===== src/rtl/ncc_peak_finder.sv =====
// ncc_peak_finder: tracks the maximum signed NCC score and its (x,y) offset
// over one raster-ordered search window and reports it once per search.
module ncc_peak_finder #(
  parameter  int unsigned SCORE_W = 8,
  parameter  int unsigned COLS    = 64,
  parameter  int unsigned ROWS    = 64,
  localparam int unsigned XW      = $clog2(COLS),
  localparam int unsigned YW      = $clog2(ROWS)
) (
  input  logic               clk,
  input  logic               rst,
  input  logic               start,
  input  logic               score_valid,
  output logic               score_ready,
  input  logic [SCORE_W-1:0] score,
  output logic               busy,
  output logic               peak_valid,
  output logic [SCORE_W-1:0] peak_score,
  output logic [XW-1:0]      peak_x,
  output logic [YW-1:0]      peak_y
);

  localparam logic [1:0] S_IDLE = 2'd0;
  localparam logic [1:0] S_SCAN = 2'd1;
  localparam logic [1:0] S_DONE = 2'd2;

  localparam logic [XW-1:0] X_LAST = XW'(COLS - 1);
  localparam logic [YW-1:0] Y_LAST = YW'(ROWS - 1);

  logic [1:0]         state_q, state_d;
  logic [XW-1:0]      x_q, x_d;
  logic [YW-1:0]      y_q, y_d;
  logic [SCORE_W-1:0] max_q, max_d;
  logic [XW-1:0]      max_x_q, max_x_d;
  logic [YW-1:0]      max_y_q, max_y_d;
  logic               first_q, first_d;
  logic               last_xfer_c;

  logic               ready_q, busy_q, peak_valid_q;
  logic [SCORE_W-1:0] peak_score_q;
  logic [XW-1:0]      peak_x_q;
  logic [YW-1:0]      peak_y_q;

  // Next-state: search control, raster counters and running maximum.
  always_comb begin
    state_d     = state_q;
    x_d         = x_q;
    y_d         = y_q;
    max_d       = max_q;
    max_x_d     = max_x_q;
    max_y_d     = max_y_q;
    first_d     = first_q;
    last_xfer_c = 1'b0;
    case (state_q)
      S_IDLE: begin
        if (start) begin
          state_d = S_SCAN;
          x_d     = '0;
          y_d     = '0;
          max_d   = '0;
          max_x_d = '0;
          max_y_d = '0;
          first_d = 1'b1;
        end
      end
      S_SCAN: begin
        if (start) begin
          // Restart wins over any coincident transfer.
          x_d     = '0;
          y_d     = '0;
          max_d   = '0;
          max_x_d = '0;
          max_y_d = '0;
          first_d = 1'b1;
        end else if (score_valid) begin
          // Strictly greater keeps the earliest raster position on ties.
          if (first_q || ($signed(score) > $signed(max_q))) begin
            max_d   = score;
            max_x_d = x_q;
            max_y_d = y_q;
          end
          first_d = 1'b0;
          if (x_q == X_LAST) begin
            x_d = '0;
            if (y_q == Y_LAST) begin
              y_d         = '0;
              state_d     = S_DONE;
              last_xfer_c = 1'b1;
            end else begin
              y_d = y_q + YW'(1);
            end
          end else begin
            x_d = x_q + XW'(1);
          end
        end
      end
      S_DONE:  state_d = S_IDLE;
      default: state_d = S_IDLE;
    endcase
  end

  // Search state, counters and running maximum.
  always_ff @(posedge clk or posedge rst) begin
    if (rst) begin
      state_q <= S_IDLE;
      x_q     <= '0;
      y_q     <= '0;
      max_q   <= '0;
      max_x_q <= '0;
      max_y_q <= '0;
      first_q <= 1'b0;
    end else begin
      state_q <= state_d;
      x_q     <= x_d;
      y_q     <= y_d;
      max_q   <= max_d;
      max_x_q <= max_x_d;
      max_y_q <= max_y_d;
      first_q <= first_d;
    end
  end

  // Registered outputs; the peak is captured on the last transfer so it
  // appears together with peak_valid in the DONE cycle.
  always_ff @(posedge clk or posedge rst) begin
    if (rst) begin
      ready_q      <= 1'b0;
      busy_q       <= 1'b0;
      peak_valid_q <= 1'b0;
      peak_score_q <= '0;
      peak_x_q     <= '0;
      peak_y_q     <= '0;
    end else begin
      ready_q      <= (state_d == S_SCAN);
      busy_q       <= (state_d == S_SCAN);
      peak_valid_q <= last_xfer_c;
      if (last_xfer_c) begin
        peak_score_q <= max_d;
        peak_x_q     <= max_x_d;
        peak_y_q     <= max_y_d;
      end
    end
  end

  assign score_ready = ready_q;
  assign busy        = busy_q;
  assign peak_valid  = peak_valid_q;
  assign peak_score  = peak_score_q;
  assign peak_x      = peak_x_q;
  assign peak_y      = peak_y_q;

endmodule

===== config.mk =====
export PLATFORM = sky130hd
export DESIGN_NAME = ncc_peak_finder
export DESIGN_NICKNAME = d
export VERILOG_FILES = /design/src/rtl/ncc_peak_finder.sv
export SDC_FILE = /design/constraint.sdc
export NUM_CORES = 1
export LEC_CHECK = 0
export CAP_MARGIN = 0
export CORE_MARGIN = 2
export CORE_UTILIZATION = 60
export DETAILED_ROUTE_END_ITERATION = 12
export DONT_BUFFER_PORTS = 1
export HOLD_SLACK_MARGIN = 0.06
export PLACE_DENSITY = 0.77
export RECOVER_POWER = 50
export SYNTH_ARGS = -nofsm -noshare
export SYNTH_HDL_FRONTEND = slang
export SYNTH_SLANG_ARGS = --single-unit

===== constraint.sdc =====
create_clock -name clk -period 3.15 [get_ports clk]
set_clock_uncertainty 0.2 [all_clocks]
set_input_delay 0.945 -clock clk [delete_from_list [all_inputs] [get_ports clk]]
set_output_delay 0.945 -clock clk [all_outputs]
set_load 0.005 [all_outputs]

# [After elaboration in Yosys (flattened, before gate mapping)]
# Cells that the tools add are included.
[word_totals] register_bits=57 in_bits=12 out_inout_bits=23 wordCells=67
[classes] n_addsub=2 magnitude_cmp=1 eq_ne=7 mux=40 n_reduce_logical=5
[ops] operator="$mux 6" count=16
[ops] operator="$pmux 6 s2" count=4
[ops] operator="$mux 8" count=4
[ops] operator="$pmux 8 s2" count=1
[ops] operator="$add 6x1->6 const B" count=2
[ops] operator="$eq 6x6->1 const B" count=2
[ops] operator="$mux 2" count=5
[ops] operator="$gt 8x8->1" count=1
[ops] operator="$mux 1" count=8
[ops] operator="$ne 3x3->1 const B" count=2
[ops] operator="$eq 2x1->1 const B" count=2
[ops] operator="$pmux 2 s2" count=1
[ops] operator="$reduce_and 4->1" count=1
[ops] operator="$reduce_and 3->1" count=1
[ops] operator="$logic_not 2->1" count=1
[ops] operator="$ne 2x2->1 const B" count=1
[ops] operator="$pmux 1 s2" count=1
[ops] operator="$reduce_bool 2->1" count=1
[ops] operator="$logic_or 1x1->1" count=1

# [Depth between registers and ports, before layout]
[depth] depth_word=7 mapped_depth=10 mapped_depth_nobuf=8

# [Worst setup path before layout]
# OpenSTA, ideal clock, no wires.
[synth_timing] path_kind="input-to-reg" start="input port score[5]" end="register max_q[1]" setup_time_ps=122 arrival_ps=2576 required_ps=2828 path_slack_ps=252 stages=7 path_buffers=1 path_cell_list="ha_1 -> a21o_1 -> a2111oi_4 -> nand2_2 -> o211a_1 -> buf_2 -> a32o_1"
[synth_between] elab_chain_cells=6
[synth_lines] element="from (decl)" line="15" source="input logic [SCORE_W-1:0] score,"
[synth_lines] element="$gt 8x8->1" line="77" source="if (first_q || ($signed(score) > $signed(max_q))) begin"
[synth_lines] element="$logic_or 1x1->1" line="77"
[synth_lines] element="$mux 8" line="77"
[synth_lines] element="$mux 8" line="75" source="end else if (score_valid) begin"
[synth_lines] element="$mux 8" line="67" source="if (start) begin"
[synth_lines] element="$pmux 8 s2" line="54" source="case (state_q)"
[synth_lines] element="via max_d[1]" line="33" source="logic [SCORE_W-1:0] max_q, max_d;"
[synth_lines] element="to (signal assigned)" line="116" source="max_q <= max_d;"
[synth_lines] element="to (decl)" line="33"
# The timed path passes the listed nets, and every way through them passes these cells.
# A chain may end at the register's enable or synchronous reset.

# [Worst setup path after layout]
[layout_timing] start="input port score[5]" end="register max_q[2]"
# Same word-level chain as after synthesis.

==> results.sh <==
export IMPL_hold_viol_final=0
export IMPL_seq_power_share=0.412
export IMPL_grt_max_degree=39
export IMPL_firstDrtPassIters=5
export IMPL_timing_critical_path_mode_cell="a21o_1"
export IMPL_syn_area_per_cell_sq_um=9.73
export IMPL_cp_data_required_time_ns=3.23
export IMPL_final_max_slew_viol_count=0
export IMPL_initial_core_util=0.612
export IMPL_relSlewSlack=0.219
export IMPL_holdBufCountCts=0
export IMPL_synthTopCellsByCount="dfrtp_1 (57), nand2_1 (42), nand4_1 (21)"
export IMPL_synth_seq_area_share=0.462
export IMPL_crit_slowest_cell="a2111oi_4"
export IMPL_antenna_found_initial=0
export IMPL_grt_total_usage=0.261
export IMPL_nets=337
export IMPL_p_sw_uw=479
export IMPL_setup_worst_path_class="input port to flop"
export IMPL_fillers=380
export IMPL_maxCapViolCount=0
export IMPL_dieWidth_um=75.7
export IMPL_combPwrFrac=0.104
export IMPL_diodes=0
export IMPL_synthFlopType="dfrtp_1"
export IMPL_rows=26
export IMPL_r2r_slack_ns=0.60
export IMPL_synth_cell_area_sq_um=3090
export IMPL_start_kind="input port"
export IMPL_drc=0
export IMPL_dp_cells=374
export IMPL_worst_path_max_fanout=6
export IMPL_clk_pin_slew_ns=0.07
export IMPL_critPathBufInv=0
export IMPL_wl_per_cell_um=17.2
export IMPL_clockRootBuffer="clkbuf_8"
export IMPL_antenna_left=0
export IMPL_cts_setup_buffers=0
export IMPL_grt_pass1_wl_mm=11.0
export IMPL_path_delay_family="compound AO/OA/AOI/OAI gates"
export IMPL_clock_sinks=57
export IMPL_yosys_area_top_type="dfrtp_1"
export IMPL_io_buffers=0
export IMPL_synth_most_common_cell="dfrtp_1"
export IMPL_period_needed_ns=2.70
export IMPL_yosys_top_cells_area="dfrtp_1 (46%), a221oi_2 (5.8%), nand2_1 (5.1%), nand4_1 (4.3%), ha_1 (4.1%)"
export IMPL_ctsResizeCount=0
export IMPL_gp_congestion=0.908
export IMPL_core_area_sq_um=5040
export IMPL_finalSetupViolations=0
export IMPL_vdd_drop_max_uv=295
export IMPL_drt_total_wl_mm=6.72
export IMPL_min_delay_start="max_q[1]$_DFF_PP0_"
export IMPL_rr_startpoint="y_q[0]$_DFFE_PP0P_"
export IMPL_final_cells=390
export IMPL_status="finished, final reports clean"
export IMPL_post_dp_hpwl_mm=4.47
export IMPL_hp_class="flop to flop"
export IMPL_tritoncts="yes"
export IMPL_path_cells="ha_1, a21o_1, a2111oi_4, nand2_2, o21ai_2, a21o_1, a22o_1"
export IMPL_clockPowerShare=0.484
export IMPL_p_sw_frac=0.244
export IMPL_yosys_warnings=0
export IMPL_area_delta_synth_final_pct=9.37
export IMPL_cpPeakStageDelay_ns=0.41
export IMPL_p_per_area_nw_per_um2=582
export IMPL_first_global_vias=2224
export IMPL_synth_top_cell_area_share=0.462
export IMPL_tns_ns=0
export IMPL_cts_made_buffers=9
export IMPL_syn_inst=317
export IMPL_htree_num_levels=3
export IMPL_max_freq_mhz=370
export IMPL_synthArstFlopShare=1.00
export IMPL_ys_ff_latch=57
export IMPL_ios=35
export IMPL_synth_cell_type_count=41
export IMPL_crit_start="score[5]"
export IMPL_p_int_mw=1.49
export IMPL_worst_pin_slew_ns=1.17
export IMPL_via_per_inst=6.28
export IMPL_clock_path_buffers=2
export IMPL_worstPathArrival_ns=2.78
export IMPL_rsz0062_at_grt="no"
export IMPL_fin_crit_sh=0.858
export IMPL_syn_nets=339
export IMPL_die_h_um=75.7
export IMPL_cp_end_kind="flop"
export IMPL_dieArea_sq_um=5730
export IMPL_layout_drive_gt1_share=0.134
export IMPL_globalRouteOverflowTotal=0
export IMPL_via_count=2448
export IMPL_synth_edf_count=0
export IMPL_leakage_nw=1.61
export IMPL_drt_iter0_markers=140
export IMPL_clk_latency_ns=0.34
worst register-to-register path, stage by stage, from the launching register on:
cell	delay, ns
dfrtp_1	0.45
ha_1	0.26
and3_1	0.22
nand4_1	0.11
or3_1	0.15
clkinv_2	0.35
and3_1	0.36
a221oi_2	0.23
nand2_1	0.08
sequential cells by signal (all words and copies together) (netlist names), 2 cells and up:
register	count
state_q	2
y_q	6
peak_y	6
max_q	8
peak_score	8
max_y_q	6
peak_x	6
x_q	6
max_x_q	6
power groups by stage:
stage | Combinational, mW | Sequential, mW | Clock, mW
floorplan | 0.161 | 0.806 | 0
global placement | 0.199 | 0.819 | 0
detailed placement | 0.206 | 0.820 | 0
CTS | 0.208 | 0.807 | 0.962
global route | 0.229 | 0.814 | 0.997
finish | 0.205 | 0.809 | 0.950
cell families (layout without fill, tap and decap cells):
kind of cell,after synthesis,in the layout,share of synthesized area
compound gates,77,77,0.204
simple gates,128,128,0.207
flops,57,57,0.462
xor+xnor,5,5,0.0142
fa+ha+maj,10,10,0.0406
mux,2,2,0.00649
buf+inv,38,41,0.0653
final cells by class:
type                    count  area [sq um]  share of cell area
clock inverters             5           125              0.0371
repair buffers              9          65.1              0.0193
well taps                  70          87.6              0.0260
multi-input cells         222          1460               0.432
inverters                  16          61.3              0.0182
flip-flops and latches     57          1430               0.423
clock buffers              11           151              0.0449
cells in the final DEF, fill, tap and decap left out, drive strengths merged, types with 2 or more instances in the layout:
cell type	n
a21o	5
a21oi	7
a221oi	12
a22o	5
a22oi	14
and2	5
and3	19
buf	8
bufinv	4
clkbuf	12
clkinv	2
dfrtp	57
ha	10
inv	15
mux2i	2
nand2	43
nand3	18
nand4	21
nor2	11
nor3	9
o21ai	23
o31ai	2
xnor2	2
xor2	3
path summary, 6_finish.rpt:
| path | cells past startpoint | end |
|---|---|---|
| min reg2reg | 1 | max_q[1]$_DFF_PP0_ |
| max | 7 | max_q[2]$_DFF_PP0_ |
| min in group asynchronous | 1 | first_q$_DFFE_PP0P_ |
| min | 1 | max_q[1]$_DFF_PP0_ |
| max reg2reg | 8 | peak_y[0]$_DFFE_PP0P_ |
| max in group asynchronous | 2 | max_x_q[3]$_DFF_PP0_ |
metal layers:
metal | part of all wire | global-route usage
met4 | 0.025 | 0.144
met5 | 0 | 0
met2 | 0.47 | 0.386
met1 | 0.46 | 0.360
met3 | 0.050 | 0.0516
stage by stage:
step / utilization / cell area [sq um] / setup slack (ns) / hold WS [ns] / power (mW)
6_report: 0.669 / 3370 / 0.446 / 0.295 / 1.96
5_1_grt: 0.669 / 3370 / 0.328 / 0.317 / 2.04
4_1_cts: 0.672 / 3390 / 0.488 / 0.297 / 1.98
3_5_place_dp: 0.617 / 3110 / 0.126 / 0.282 / 1.03
3_3_place_gp: 0.617 / 3110 / 0.168 / 0.278 / 1.02
2_1_floorplan: - / 3090 / 0.252 / 0.266 / 0.967
No activity file was read; power rests on OpenSTA's default activity.
